## src/rtl/mem_ctrl_pkg.sv

```systemverilog
// Shared definitions for the memory controller: FSM states, width codes,
// IO address select, busy bit positions and the width-to-length helper.
package mem_ctrl_pkg;

    typedef enum logic [2:0] {
        ST_IDLE   = 3'd0,
        ST_IF_RD  = 3'd1,
        ST_MEM_RD = 3'd2,
        ST_MEM_WR = 3'd3,
        ST_DONE   = 3'd4
    } state_t;

    localparam logic [1:0] WIDTH_BYTE = 2'b00;
    localparam logic [1:0] WIDTH_HALF = 2'b01;
    localparam logic [1:0] WIDTH_WORD = 2'b10;

    // Address bits [17:16] equal to this select the IO window.
    localparam logic [1:0] IO_ADDR_SEL = 2'b11;

    localparam int unsigned BUSY_IF_BIT  = 0;
    localparam int unsigned BUSY_MEM_BIT = 1;

    // Byte counter must reach 4 (one past the last byte of a word read).
    localparam int unsigned CNT_W = 3;

    // Width code 2'b11 is treated as a word.
    function automatic logic [CNT_W-1:0] width_to_len(input logic [1:0] width);
        case (width)
            WIDTH_BYTE: return CNT_W'(1);
            WIDTH_HALF: return CNT_W'(2);
            default:    return CNT_W'(4);
        endcase
    endfunction

endpackage

```

## src/rtl/mem_ctrl_ram_byte_seq.sv

```systemverilog
// Byte sequencer: counts bytes of the current transfer and produces the
// current RAM byte address (base + count, modulo 2^32) plus range flags.
module ram_byte_seq
    import mem_ctrl_pkg::*;
(
    input  logic             clk_in,
    input  logic             rst_in,
    input  logic             clr_in,
    input  logic             inc_in,
    input  logic [31:0]      base_addr_in,
    input  logic [CNT_W-1:0] len_in,
    output logic [CNT_W-1:0] cnt_out,
    output logic [31:0]      cur_addr_out,
    output logic             addr_valid_out,
    output logic             last_out
);

    logic [CNT_W-1:0] cnt_q, cnt_d;

    // Next count: clear has priority over increment.
    always_comb begin
        cnt_d = cnt_q;
        if (clr_in) begin
            cnt_d = '0;
        end else if (inc_in) begin
            cnt_d = cnt_q + 1'b1;
        end
    end

    // Counter register.
    always_ff @(posedge clk_in or negedge rst_in) begin
        if (!rst_in) begin
            cnt_q <= '0;
        end else begin
            cnt_q <= cnt_d;
        end
    end

    assign cnt_out        = cnt_q;
    assign cur_addr_out   = base_addr_in + 32'(cnt_q);
    assign addr_valid_out = (cnt_q < len_in);
    assign last_out       = (cnt_q == len_in - 1'b1);

endmodule

```

## src/rtl/mem_ctrl.sv

```systemverilog
// Memory controller: arbitrates instruction fetch and load/store onto a
// byte-wide RAM. Optional macro MEM_CTRL_IO_STALL_EN stalls stores into
// the IO window while the external IO FIFO is full.
module mem_ctrl
    import mem_ctrl_pkg::*;
(
    input  logic        clk_in,
    input  logic        rst_in,
    input  logic        rdy_in,
    input  logic        if_req_in,
    input  logic [31:0] if_addr_in,
    input  logic        branch_flag_in,
    input  logic        mem_req_in,
    input  logic        mem_we_in,
    input  logic [31:0] mem_addr_in,
    input  logic [1:0]  mem_width_in,
    input  logic [31:0] mem_wdata_in,
    input  logic        io_buffer_full_in,
    input  logic [7:0]  ram_din_in,
    output logic [31:0] if_inst_out,
    output logic        if_done_out,
    output logic [31:0] mem_rdata_out,
    output logic        mem_done_out,
    output logic [1:0]  busy_out,
    output logic [31:0] ram_a_out,
    output logic [7:0]  ram_dout_out,
    output logic        ram_wr_out
);

    state_t           state_q, state_d;
    logic [31:0]      addr_q, addr_d;
    logic [31:0]      wdata_q, wdata_d;
    logic [31:0]      data_q, data_d;
    logic [CNT_W-1:0] len_q, len_d;
    logic             is_mem_q, is_mem_d;

    logic             seq_clr, seq_inc, seq_valid, seq_last, io_stall;
    logic [CNT_W-1:0] seq_cnt;
    logic [31:0]      seq_addr;
    logic [1:0]       cap_idx, wr_idx;

    ram_byte_seq u_seq (
        .clk_in         (clk_in),
        .rst_in         (rst_in),
        .clr_in         (seq_clr),
        .inc_in         (seq_inc),
        .base_addr_in   (addr_q),
        .len_in         (len_q),
        .cnt_out        (seq_cnt),
        .cur_addr_out   (seq_addr),
        .addr_valid_out (seq_valid),
        .last_out       (seq_last)
    );

    // RAM data lags its address by one cycle, so the byte arriving now
    // belongs to the previous count.
    assign cap_idx = 2'(seq_cnt - 1'b1);
    assign wr_idx  = seq_cnt[1:0];

`ifdef MEM_CTRL_IO_STALL_EN
    assign io_stall = (state_q == ST_MEM_WR) && (seq_addr[17:16] == IO_ADDR_SEL) && io_buffer_full_in;
`else
    logic unused_io_full;
    assign unused_io_full = io_buffer_full_in;
    assign io_stall       = 1'b0;
`endif

    // Next-state, request latching, byte capture and sequencer control.
    always_comb begin
        state_d  = state_q;
        addr_d   = addr_q;
        wdata_d  = wdata_q;
        data_d   = data_q;
        len_d    = len_q;
        is_mem_d = is_mem_q;
        seq_clr  = 1'b0;
        seq_inc  = 1'b0;
        if (rdy_in) begin
            case (state_q)
                ST_IDLE: begin
                    seq_clr = 1'b1;
                    if (mem_req_in) begin
                        addr_d   = mem_addr_in;
                        wdata_d  = mem_wdata_in;
                        len_d    = width_to_len(mem_width_in);
                        data_d   = '0;
                        is_mem_d = 1'b1;
                        state_d  = mem_we_in ? ST_MEM_WR : ST_MEM_RD;
                    end else if (if_req_in) begin
                        addr_d   = if_addr_in;
                        wdata_d  = '0;
                        len_d    = CNT_W'(4);
                        data_d   = '0;
                        is_mem_d = 1'b0;
                        state_d  = ST_IF_RD;
                    end
                end
                ST_IF_RD, ST_MEM_RD: begin
                    if (state_q == ST_IF_RD && branch_flag_in) begin
                        seq_clr = 1'b1;
                        data_d  = '0;
                        state_d = ST_IDLE;
                    end else begin
                        if (seq_cnt != '0) begin
                            data_d[{cap_idx, 3'b000} +: 8] = ram_din_in;
                        end
                        if (seq_valid) begin
                            seq_inc = 1'b1;
                        end else begin
                            state_d = ST_DONE;
                        end
                    end
                end
                ST_MEM_WR: begin
                    if (!io_stall) begin
                        seq_inc = 1'b1;
                        if (seq_last) begin
                            state_d = ST_DONE;
                        end
                    end
                end
                ST_DONE: begin
                    seq_clr = 1'b1;
                    state_d = ST_IDLE;
                end
                default: begin
                    seq_clr = 1'b1;
                    state_d = ST_IDLE;
                end
            endcase
        end
    end

    // Outputs decoded from the current state; idle values are all zero.
    always_comb begin
        ram_a_out     = '0;
        ram_dout_out  = '0;
        ram_wr_out    = 1'b0;
        busy_out      = '0;
        if_done_out   = 1'b0;
        mem_done_out  = 1'b0;
        if_inst_out   = '0;
        mem_rdata_out = '0;
        case (state_q)
            ST_IF_RD: begin
                busy_out[BUSY_IF_BIT] = 1'b1;
                if (seq_valid) begin
                    ram_a_out = seq_addr;
                end
            end
            ST_MEM_RD: begin
                busy_out[BUSY_MEM_BIT] = 1'b1;
                if (seq_valid) begin
                    ram_a_out = seq_addr;
                end
            end
            ST_MEM_WR: begin
                busy_out[BUSY_MEM_BIT] = 1'b1;
                ram_a_out    = seq_addr;
                ram_dout_out = wdata_q[{wr_idx, 3'b000} +: 8];
                ram_wr_out   = rdy_in && !io_stall;
            end
            ST_DONE: begin
                if (is_mem_q) begin
                    mem_done_out  = 1'b1;
                    mem_rdata_out = data_q;
                end else begin
                    if_done_out = 1'b1;
                    if_inst_out = data_q;
                end
            end
            default: begin
            end
        endcase
    end

    // State and latched-request registers.
    always_ff @(posedge clk_in or negedge rst_in) begin
        if (!rst_in) begin
            state_q  <= ST_IDLE;
            addr_q   <= '0;
            wdata_q  <= '0;
            data_q   <= '0;
            len_q    <= '0;
            is_mem_q <= 1'b0;
        end else begin
            state_q  <= state_d;
            addr_q   <= addr_d;
            wdata_q  <= wdata_d;
            data_q   <= data_d;
            len_q    <= len_d;
            is_mem_q <= is_mem_d;
        end
    end

endmodule

```

## config.mk

```make
export PLATFORM = sky130hd
export DESIGN_NAME = mem_ctrl
export DESIGN_NICKNAME = d
export VERILOG_FILES = /design/src/rtl/mem_ctrl_pkg.sv /design/src/rtl/mem_ctrl_ram_byte_seq.sv /design/src/rtl/mem_ctrl.sv
export SDC_FILE = /design/constraint.sdc
export NUM_CORES = 1
export LEC_CHECK = 0
export ABC_AREA = 1
export BUFFER_PORTS_ARGS = -buffer_cell sky130_fd_sc_hd__buf_2
export CAP_MARGIN = 40
export CORE_MARGIN = 1
export CORE_UTILIZATION = 48
export CTS_BUF_LIST = sky130_fd_sc_hd__clkbuf_4 sky130_fd_sc_hd__clkbuf_8
export DETAILED_ROUTE_END_ITERATION = 8
export MAX_ROUTING_LAYER = met4
export PLACE_DENSITY = 0.79
export RECOVER_POWER = 25
export SLEW_MARGIN = 15
export SYNTH_ARGS = -nofsm -noshare
export SYNTH_HDL_FRONTEND = slang
export SYNTH_SLANG_ARGS = --single-unit
```

## constraint.sdc

```tcl
create_clock -name clk_in -period 2.4 [get_ports clk_in]
set_clock_uncertainty 0.15 [all_clocks]
set_input_delay 0.48 -clock clk_in [delete_from_list [all_inputs] [get_ports clk_in]]
set_output_delay 0.48 -clock clk_in [all_outputs]
set_load 0.03 [all_outputs]
```

# After elaboration in Yosys (flattened, before gate mapping)
# Cells that the tools add are included.
# Widths: inputs -> output; s select.
word_totals:
  reg_bits: 106
  latchBits: 0
  ramBits: 0
  rom_bits: 0
  inputBits: 114
  mem_count: 0
op_classes:
  add_sub_neg: 5
  n_mul: 0
  div: 0
  order_cmp: 1
  eq_ne: 10
  shifts: 3
  muxes: 44
  n_bitwise: 0
  n_reduce_logical: 12
op_table:
  columns: ["operator", "count"]
  rows:
  - ["$mux 32", 12]
  - ["$pmux 32 s2", 2]
  - ["$add 32x3->32", 1]
  - ["$bwmux 32", 1]
  - ["$shift 8x7->32 const A", 1]
  - ["$shiftx 32x6->8", 1]
  - ["$shiftx 8x7->32", 1]
  - ["$mux 3", 9]
  - ["$mux 1", 15]
  - ["$pmux 3 s3", 1]
  - ["$mux 8", 1]
  - ["$reduce_and 4->1", 2]
  - ["$neg 5->7", 1]
  - ["$eq 3x2->1 const B", 2]
  - ["$pmux 3 s2", 1]
  - ["$reduce_bool 2->1", 3]
  - ["$pmux 1 s2", 2]
  - ["$reduce_or 2->1", 2]
  - ["$add 3x1->3 const B", 1]
  - ["$eq 3x1->1 const B", 1]
  - ["$eq 3x3->1", 1]
  - ["$eq 3x3->1 const B", 1]
  - ["$logic_not 3->1", 1]
  - ["$lt 3x3->1", 1]
  - ["11 further kinds", 11]

# Depth between registers and ports, before layout
# Gate-level depths: netlist (run 1).
logic_depth:
  word_depth: 7
  mapped_depth: 12

# Hierarchy
# From an unflattened synthesis (run 1), not the netlist that was laid out.
hier_totals:
  cells_unflattened: 1100
  hier_area_um2: 7219.4
by_module_without_submodules:
  columns: ["module", "instances", "cells_per_inst", "area_each_um2"]
  rows:
  - ["mem_ctrl", 1, 847, 5926.9]
  - ["ram_byte_seq", 1, 253, 1292.5]

# Worst setup path before layout (run 1)
# No wires, ideal clock.
synth_path:
  path_kind: "register -> output"
  from: "register u_seq.cnt_q[0] (netlist: u_seq.cnt_out[0])"
  to: "output port ram_a_out[9]"
  arrival_time_ns: 2.224
  required_time_ns: 1.770
  setup_slack_ns: -0.454
  stages_incl_launch_ff: 13
  path_cell_list: "dfrtp_1 > clkinv_1 > clkbuf_1 > ha_1 > inv_1 > nand2_1 > nand2_1 > nand2_1 > nand2_1 > nand2_1 > buf_2 > o21ai_0 > a21oi_1"
synth_via:
  elab_chain_cells: 3
synth_rtl:
  columns: ["item", "line", "source"]
  rows:
  - ["start: declaration", "mem_ctrl_ram_byte_seq.sv:18", "logic [CNT_W-1:0] cnt_q, cnt_d;"]
  - ["start signal: assignment", "mem_ctrl_ram_byte_seq.sv:35", "cnt_q <= cnt_d;"]
  - ["$add 32x3->32 or $lt 3x3->1 (tied branches)", "mem_ctrl_ram_byte_seq.sv:40, mem_ctrl_ram_byte_seq.sv:41", null]
  - ["$mux 32", "mem_ctrl.sv:147, mem_ctrl.sv:153", null]
  - ["$pmux 32 s2 *", "mem_ctrl.sv:144", "case (state_q)"]
  - ["end: declaration", "mem_ctrl.sv:25", "output logic [31:0] ram_a_out,"]
# Mark *: on every way between the ends. The rest lies on a longest branch, timed or not.

# Final worst setup path (run 1)
layout_path:
  from: "register u_seq.cnt_q[0] (netlist: u_seq.cnt_out[0])"
  to: "output port ram_a_out[16]"
# The elaborated chain is that of the path after synthesis.

==> summary.txt, run 1 <==
Clocking
  • CTS Sinks: 106
  • Hold bufs inserted after CTS: 0
  • Total CTS buffers: 9
  • Skew-Pair Late Insertion Delay: 0.39 ns
  • Clock Pin Slew Worst Setup and Hold Paths: 0.11 ns
  • CTS tree: yes
  • CTS max path bufs: 2
  • CTS H-tree depth: 3
  • CTS root buf: clkbuf_8

Placement
  • DP Area: 8720 µm²
  • IO Port Bufs: 221
  • Placer Congestion: 0.932
  • Pre-CTS WS: -0.180 ns
  • HPWL Detailed: 14,600 µm

Routing
  • DR iter-0 viols: 672
  • DRT antenna net count: 0
  • Final WL: 24,600 µm
  • Vias post-DR: 8,238
  • Via density: 5.47
  • DRC: 0
  • DR WL/cell: 16.3 µm
  • Initial DRT Pass Iterations: 6

Floorplanning
  • Die Width: 122 µm
  • Die ar.: 14,800 µm²
  • # rows: 43
  • IO Count: 223
  • Starting Density: 49.5%
  • Die span in y: 122 µm
  • Core ar.: 13,900 µm²

STA
  • Worst-margin pin slew: 1.46 ns
  • Max-slew violation count: 0
  • Setup Viol. Count Final: 96
  • Crit path time final: 2.91 ns
  • Fmax: 0.344 GHz
  • Final Hold Fails: 0
  • Max-slew headroom: 2.73%
  • Final worst slack: -0.509 ns
  • Crit share post-route: 121%
  • Final TNS setup: -16.42 ns
  • WHS: 0.143 ns
  • RSZ-0062 raised after global routing: yes

Pwr
  • Power Density: 1180 nW/µm²
  • Worst vdd ir: 0.000738 V
  • Leak: 5.11 nW

GRT
  • Global-route wire length before repair: 34,500 µm
  • Initial antenna violation count: 0
  • Largest net degree at the start of global routing: 107
  • All-Layer GR Usage: 30.3%
  • Congestion Overflow GR: 0
  • Vias in the first global route: 7,332

Yosys
  • Register area share after synthesis: 38.5%
  • Top-count cell post-synth: nand2_1
  • Yosys top cell area share: 38.5%
  • Yosys warns: 0
  • Netlist cell types: 35
  • Syn avg cell area: 6.53 µm²
  • Fraction of registers with async set/reset: 100%
  • Most common library cells after synthesis: nand2_1 (298), nor2_1 (212), inv_1 (120)
  • #FFs+latches synth: 106
  • Top FF cell, synth: dfrtp_1
  • Area leader, netlist: dfrtp_1
  • Synth area leaders: dfrtp_1 (38%), nand2_1 (16%), nor2_1 (12%)
  • Number of enable flip-flop cells after synthesis: 0
  • Total nets after synthesis: 1,184
  • Cells after Synth: 1,056
  • Synthesized area: 6890 µm²

Run
  • Max_cap viols: 0

Setup path
  • Worst Path Arrival: 2.28 ns
  • Crit-path cells: ha_4 > fa_2 > nand3_2 > nand2_4 > nand3_4 > nor2_4 > buf_6 > buf_6 > a21oi_2 > buf_6
  • Crit-path leading delay family: adder cells
  • Req. time, crit path: 1.77 ns
  • Worst-path maximum fanout: 4
  • CP Capture Type: output port
  • Most used cell, CP: buf_6
  • Slowest stage cell, crit path: dfrtp_2
  • Crit path launch type: flip-flop
  • Critical Path Max Stage Delay: 0.45 ns
  • Critical path type: reg -> out
  • Buf/Inv on CP: 3

Finish
  • Layout cells sized above 1: 39.8%
  • Nets: 1,450
  • Fillers: 953
  • Number of diodes: 0
  • Synthesis-to-layout area growth: 55.6%
  • Post-route cell area: 10,700 µm²

Status
  • Failing checks: negative setup slack
  • Outcome: finished with violations

Min path
  • Min-delay worst type: in -> reg
-- registers in the layout, indices dropped and copies added, names as in the netlist --
name           count
wdata_q           32
is_mem_q           1
u_seq.cnt_out      3
len_q              3
addr_q            32
data_q            32
state_q            3
-- routing by layer --
metal | track usage (%) | wire length [µm]
met1 | 38.1 | 9800
met4 | 11.6 | 925
met5 | - | 0
met3 | 3.14 | 1630
met2 | 50.4 | 12200
-- worst register-to-register path, delay by kind of cell (launching register included) --
kind,cells,cell delay (ns)
compound gates,1,0.31
buf+inv,2,0.41
flops,1,0.44
simple gates,5,0.92
-- final timing paths --
path / start / end / slack [ns] / depth (start not counted)
max in group asynchronous: rst_in / addr_q[1]$_DFFE_PN0P_ / 0.67 / 2
min in group asynchronous: rst_in / addr_q[20]$_DFFE_PN0P_ / 0.40 / 2
hold / removal: mem_width_in[1] / len_q[0]$_DFFE_PN0P_ / 0.14 / 2
setup reg to reg: state_q[2]$_DFFE_PN0P_ / data_q[20]$_DFFE_PN0P_ / 0.11 / 8
hold reg to reg: wdata_q[1]$_DFFE_PN0P_ / wdata_q[1]$_DFFE_PN0P_ / 0.34 / 2
setup / recovery: u_seq.cnt_out[0]$_DFFE_PN0P_ / ram_a_out[16] / -0.51 / 10
-- power by group --
group | internal [mW] | total [mW] | switching [mW]
logic | 3.25 | 8.37 | 5.12
registers | 2.41 | 3.00 | 0.588
clock network | 0.518 | 1.23 | 0.714
-- logic make-up after synthesis --
family          after synthesis  synth area share [%]
simple gates                651                  39.4
compound gates              115                  9.04
flops                       106                  38.5
fa+ha+maj                    14                  2.65
buf+inv                     167                  10.1
xor+xnor                      3                 0.381
-- area by class of cell --
cell class / instances / area, µm² / area share, %
well taps: 180 / 225 / 2.10
repair inverters: 1 / 8.76 / 0.0817
multi-input cells: 784 / 4510 / 42.1
clock inverters: 7 / 92.6 / 0.863
inverters: 124 / 490 / 4.57
flip-flops and latches: 106 / 2660 / 24.8
repair buffers: 296 / 2610 / 24.3
clock buffers: 9 / 124 / 1.16
-- through the flow --
stage / utilization [%] / power (mW) / std cells
finish: 77.0 / 12.6 / 1507
global route: 77.0 / 13.3 / 1507
CTS: 71.5 / 11.7 / 1493
detailed placement: 62.6 / 8.99 / 1460
global placement: 62.6 / 8.83 / 1460
floorplan: - / 7.21 / 1056
-- cell usage in the layout, fill, tap and decap left out, drive strengths merged --
| cell type | netlist | layout |
|---|---|---|
| a21oi | 38 | 38 |
| a31oi | 33 | 33 |
| and2 | 2 | 2 |
| and2b | 1 | 1 |
| and3 | 1 | 1 |
| buf | 22 | 289 |
| bufinv | 0 | 1 |
| clkbuf | 21 | 16 |
| clkinv | 2 | 3 |
| dfrtp | 106 | 106 |
| fa | 1 | 1 |
| ha | 13 | 13 |
| inv | 122 | 128 |
| nand2 | 300 | 301 |
| nand3 | 104 | 104 |
| nand3b | 3 | 3 |
| nand4 | 14 | 14 |
| nor2 | 217 | 217 |
| nor3 | 7 | 7 |
| o21ai | 43 | 43 |
| o31ai | 1 | 1 |
| or2 | 2 | 2 |
| xnor2 | 1 | 1 |
| xor2 | 2 | 2 |
-- repair_timing --
item	in CTS	in global routing
buffers inserted	16	11
resized for setup	270	152
gates cloned	3	7
pin swaps	30	32
setup endpoints to repair	104	131
No activity file was read; power rests on OpenSTA's default activity.
==> run 2: changes to the inputs <==
==> constraint.sdc (replaced) <==
create_clock -name clk_in -period 2.4 [get_ports clk_in]
set_clock_uncertainty 0.15 [all_clocks]
set_input_delay 0 -clock clk_in [delete_from_list [all_inputs] [get_ports clk_in]]
set_output_delay 0 -clock clk_in [all_outputs]
set_load 0.03 [all_outputs]
==> summary.txt, run 2 (synthesis results as in run 1) <==
GRT
  • Vias in the first global route: 7,924 (+8.1%)
  • Global-route wire length before repair: 36,600 µm (+6.0%)
  • All-Layer GR Usage: 32.5% (+2.2 points)
  • Initial antenna violation count: 2 (+2)
  • Congestion Overflow GR: 0 (unchanged)
  • Largest net degree at the start of global routing: 107 (unchanged)

Floorplanning
  • Die Width: 122 µm (unchanged)
  • IO Count: 223 (unchanged)
  • Core ar.: 13,900 µm² (unchanged)
  • Die span in y: 122 µm (unchanged)
  • Die ar.: 14,800 µm² (unchanged)
  • Starting Density: 49.5% (unchanged)
  • # rows: 43 (unchanged)

Run
  • Max_cap viols: 0 (unchanged)

Status
  • Outcome: finished with violations
  • Failing checks: negative setup slack

Pwr
  • Leak: 5.21 nW (+2.0%)
  • Worst vdd ir: 0.000704 V (-4.7%)
  • Power Density: 1090 nW/µm² (-7.5%)

Placement
  • HPWL Detailed: 13,800 µm (-5.2%)
  • DP Area: 8180 µm² (-6.2%)
  • IO Port Bufs: 221 (unchanged)
  • Placer Congestion: 0.944 (+1.3%)

Routing
  • Initial DRT Pass Iterations: 7 (+1)
  • DR iter-0 viols: 707 (+5.2%)
  • DRC: 0 (unchanged)
  • DR WL/cell: 15.3 µm (-5.9%)
  • DRT antenna net count: 0 (unchanged)
  • Vias post-DR: 8,560 (+3.9%)
  • Final WL: 24,500 µm (-0.24%)
  • Via density: 5.36 (-2.0%)

Min path
  • Hold-critical path depth: 4 (+2)
  • Min-delay worst type: in -> reg

Setup path
  • Crit-path cells: ha_4 > fa_2 > nand3_2 > nand2_2 > nand3_4 > nor2_4 > nand2_1 > nand2_1 > nand2_1 > nor2_2 > buf_6
  • Critical Path Max Stage Delay: 0.43 ns (-0.02 ns)
  • Slowest stage cell, crit path: dfrtp_1
  • CP Capture Type: output port
  • Critical path type: reg -> out
  • Req. time, crit path: 2.25 ns (+0.48 ns)
  • Worst Path Arrival: 2.36 ns (+0.08 ns)
  • Crit path launch type: flip-flop
  • Worst-path maximum fanout: 6 (+2)
  • Worst R2R Path Depth: 8 (unchanged)
  • Most used cell, CP: nand2_1

Finish
  • Commonest non-fill, non-tap cell in the layout: nand2_1
  • Fillers: 1,045 (+9.7%)
  • Top Registers: addr_q (32), data_q (32), wdata_q (32)
  • Nets: 1,539 (+6.1%)
  • Most frequent cells in the layout: nand2_1 (291), nor2_1 (200), buf_2 (193)
  • Synthesis-to-layout area growth: 47.3%
  • Post-route cell area: 10,200 µm² (-5.3%)
  • Layout cells sized above 1: 23.9% (-16 points)
  • Final core utilization: 72.8% (-4.1 points)

Clocking
  • Total CTS buffers: 9 (unchanged)
  • CTS max path bufs: 2 (unchanged)
  • Clock Pin Slew Worst Setup and Hold Paths: 0.10 ns (about the same)
  • CTS tree: yes
  • CTS Sinks: 106 (unchanged)
  • Skew-Pair Late Insertion Delay: 0.39 ns (about the same)
  • CTS root buf: clkbuf_8
  • CTS H-tree depth: 3 (unchanged)

STA
  • Final worst slack: -0.108 ns (+0.400 ns)
  • Max-slew violation count: 0 (unchanged)
  • Max-slew headroom: 3.36% (+0.62 points)
  • Worst-margin pin slew: 1.45 ns (-0.00935 ns)
  • Fmax: 0.399 GHz (+16%)
  • RSZ-0062 raised after global routing: yes
  • Final Hold Fails: 0 (unchanged)
  • Crit share post-route: 105% (-17 points)
  • Crit path time final: 2.51 ns (-0.400 ns)
  • Setup Viol. Count Final: 8 (-92%)
==> run 2: changes by cell type in the layout (fill, tap and decap cells not counted), sizes merged, moves of 2 or more <==
| cell | change |
|---|---|
| clkinvlp | +3 |
| inv | -5 |
| buf | -34 |
| dlygate4sd3 | +123 |
| clkbuf | +3 |
| diode | +2 |
==> run 2: where the power goes <==
part           internal (mW)  leakage [nW]  switching (mW)
sequential              2.41          1.34           0.580
clock                  0.428        0.0855           0.642
combinational           2.63          3.78            4.34
==> run 2: final timing paths <==
kind                                              start                           end  slack, ns
min in group asynchronous                        rst_in        addr_q[15]$_DFFE_PN0P_       0.43
max in group asynchronous                        rst_in  u_seq.cnt_out[1]$_DFFE_PN0P_       0.62
hold / removal                               mem_req_in       wdata_q[31]$_DFFE_PN0P_       0.03
setup reg to reg                 state_q[0]$_DFFE_PN0P_       wdata_q[26]$_DFFE_PN0P_       0.10
setup / recovery           u_seq.cnt_out[0]$_DFFE_PN0P_                 ram_a_out[20]      -0.11
hold reg to reg                   data_q[5]$_DFFE_PN0P_         data_q[5]$_DFFE_PN0P_       0.34
==> run 2: stage by stage <==
step | worst slack, ns | std cells | hold WS (ns) | power, mW | TNS (ns)
finish | -0.108 | 1598 | 0.0334 | 11.0 | -0.391
global route | -0.165 | 1598 | 0.0454 | 11.8 | -1.57
CTS | -0.00689 | 1578 | 0.000237 | 10.3 | -0.0133
detailed placement | 0.132 | 1432 | -0.0334 | 8.36 | 0
global placement | 0.187 | 1432 | -0.0416 | 8.24 | 0
floorplan | 0.0262 | 1056 | -0.446 | 6.88 | 0
==> run 2: what timing repair did <==
item	4_1_cts	5_1_grt
buffers inserted	5	15
pin swaps	3	13
endpoints found under the setup margin	32	123
gates cloned	2	3
endpoints found under the hold margin	211	0
resized for setup	41	64
hold buffers	123	0
==> run 2: layer usage <==
metal	vias to the layer above	track usage (%)	wire, µm
met5	-	-	0
met4	0	19.1	1210
met3	126	3.70	1870
met2	468	54.0	11900
met1	3916	38.1	9550
li1	4050	-	-
==> run 2: layout make-up <==
type	count	area, µm²	share of cell area, %
Tap cell	180	225	2.22
Antenna cell	2	5.00	0.0493
Clock inverter	4	27.5	0.271
Multi-Input combinational cell	784	3740	36.9
Inverter	124	465	4.59
Sequential cell	106	2660	26.2
Clock buffer	12	153	1.50
Timing Repair Buffer	386	2880	28.3
==> run 2: critical path, delay by kind of cell (launching register included) <==
family                   cells  cell delay [ns]
flip-flops                   1             0.43
AND/OR/NAND/NOR              8             0.99
buffers and inverters        1             0.15
adder cells (fa/ha/maj)      2             0.40
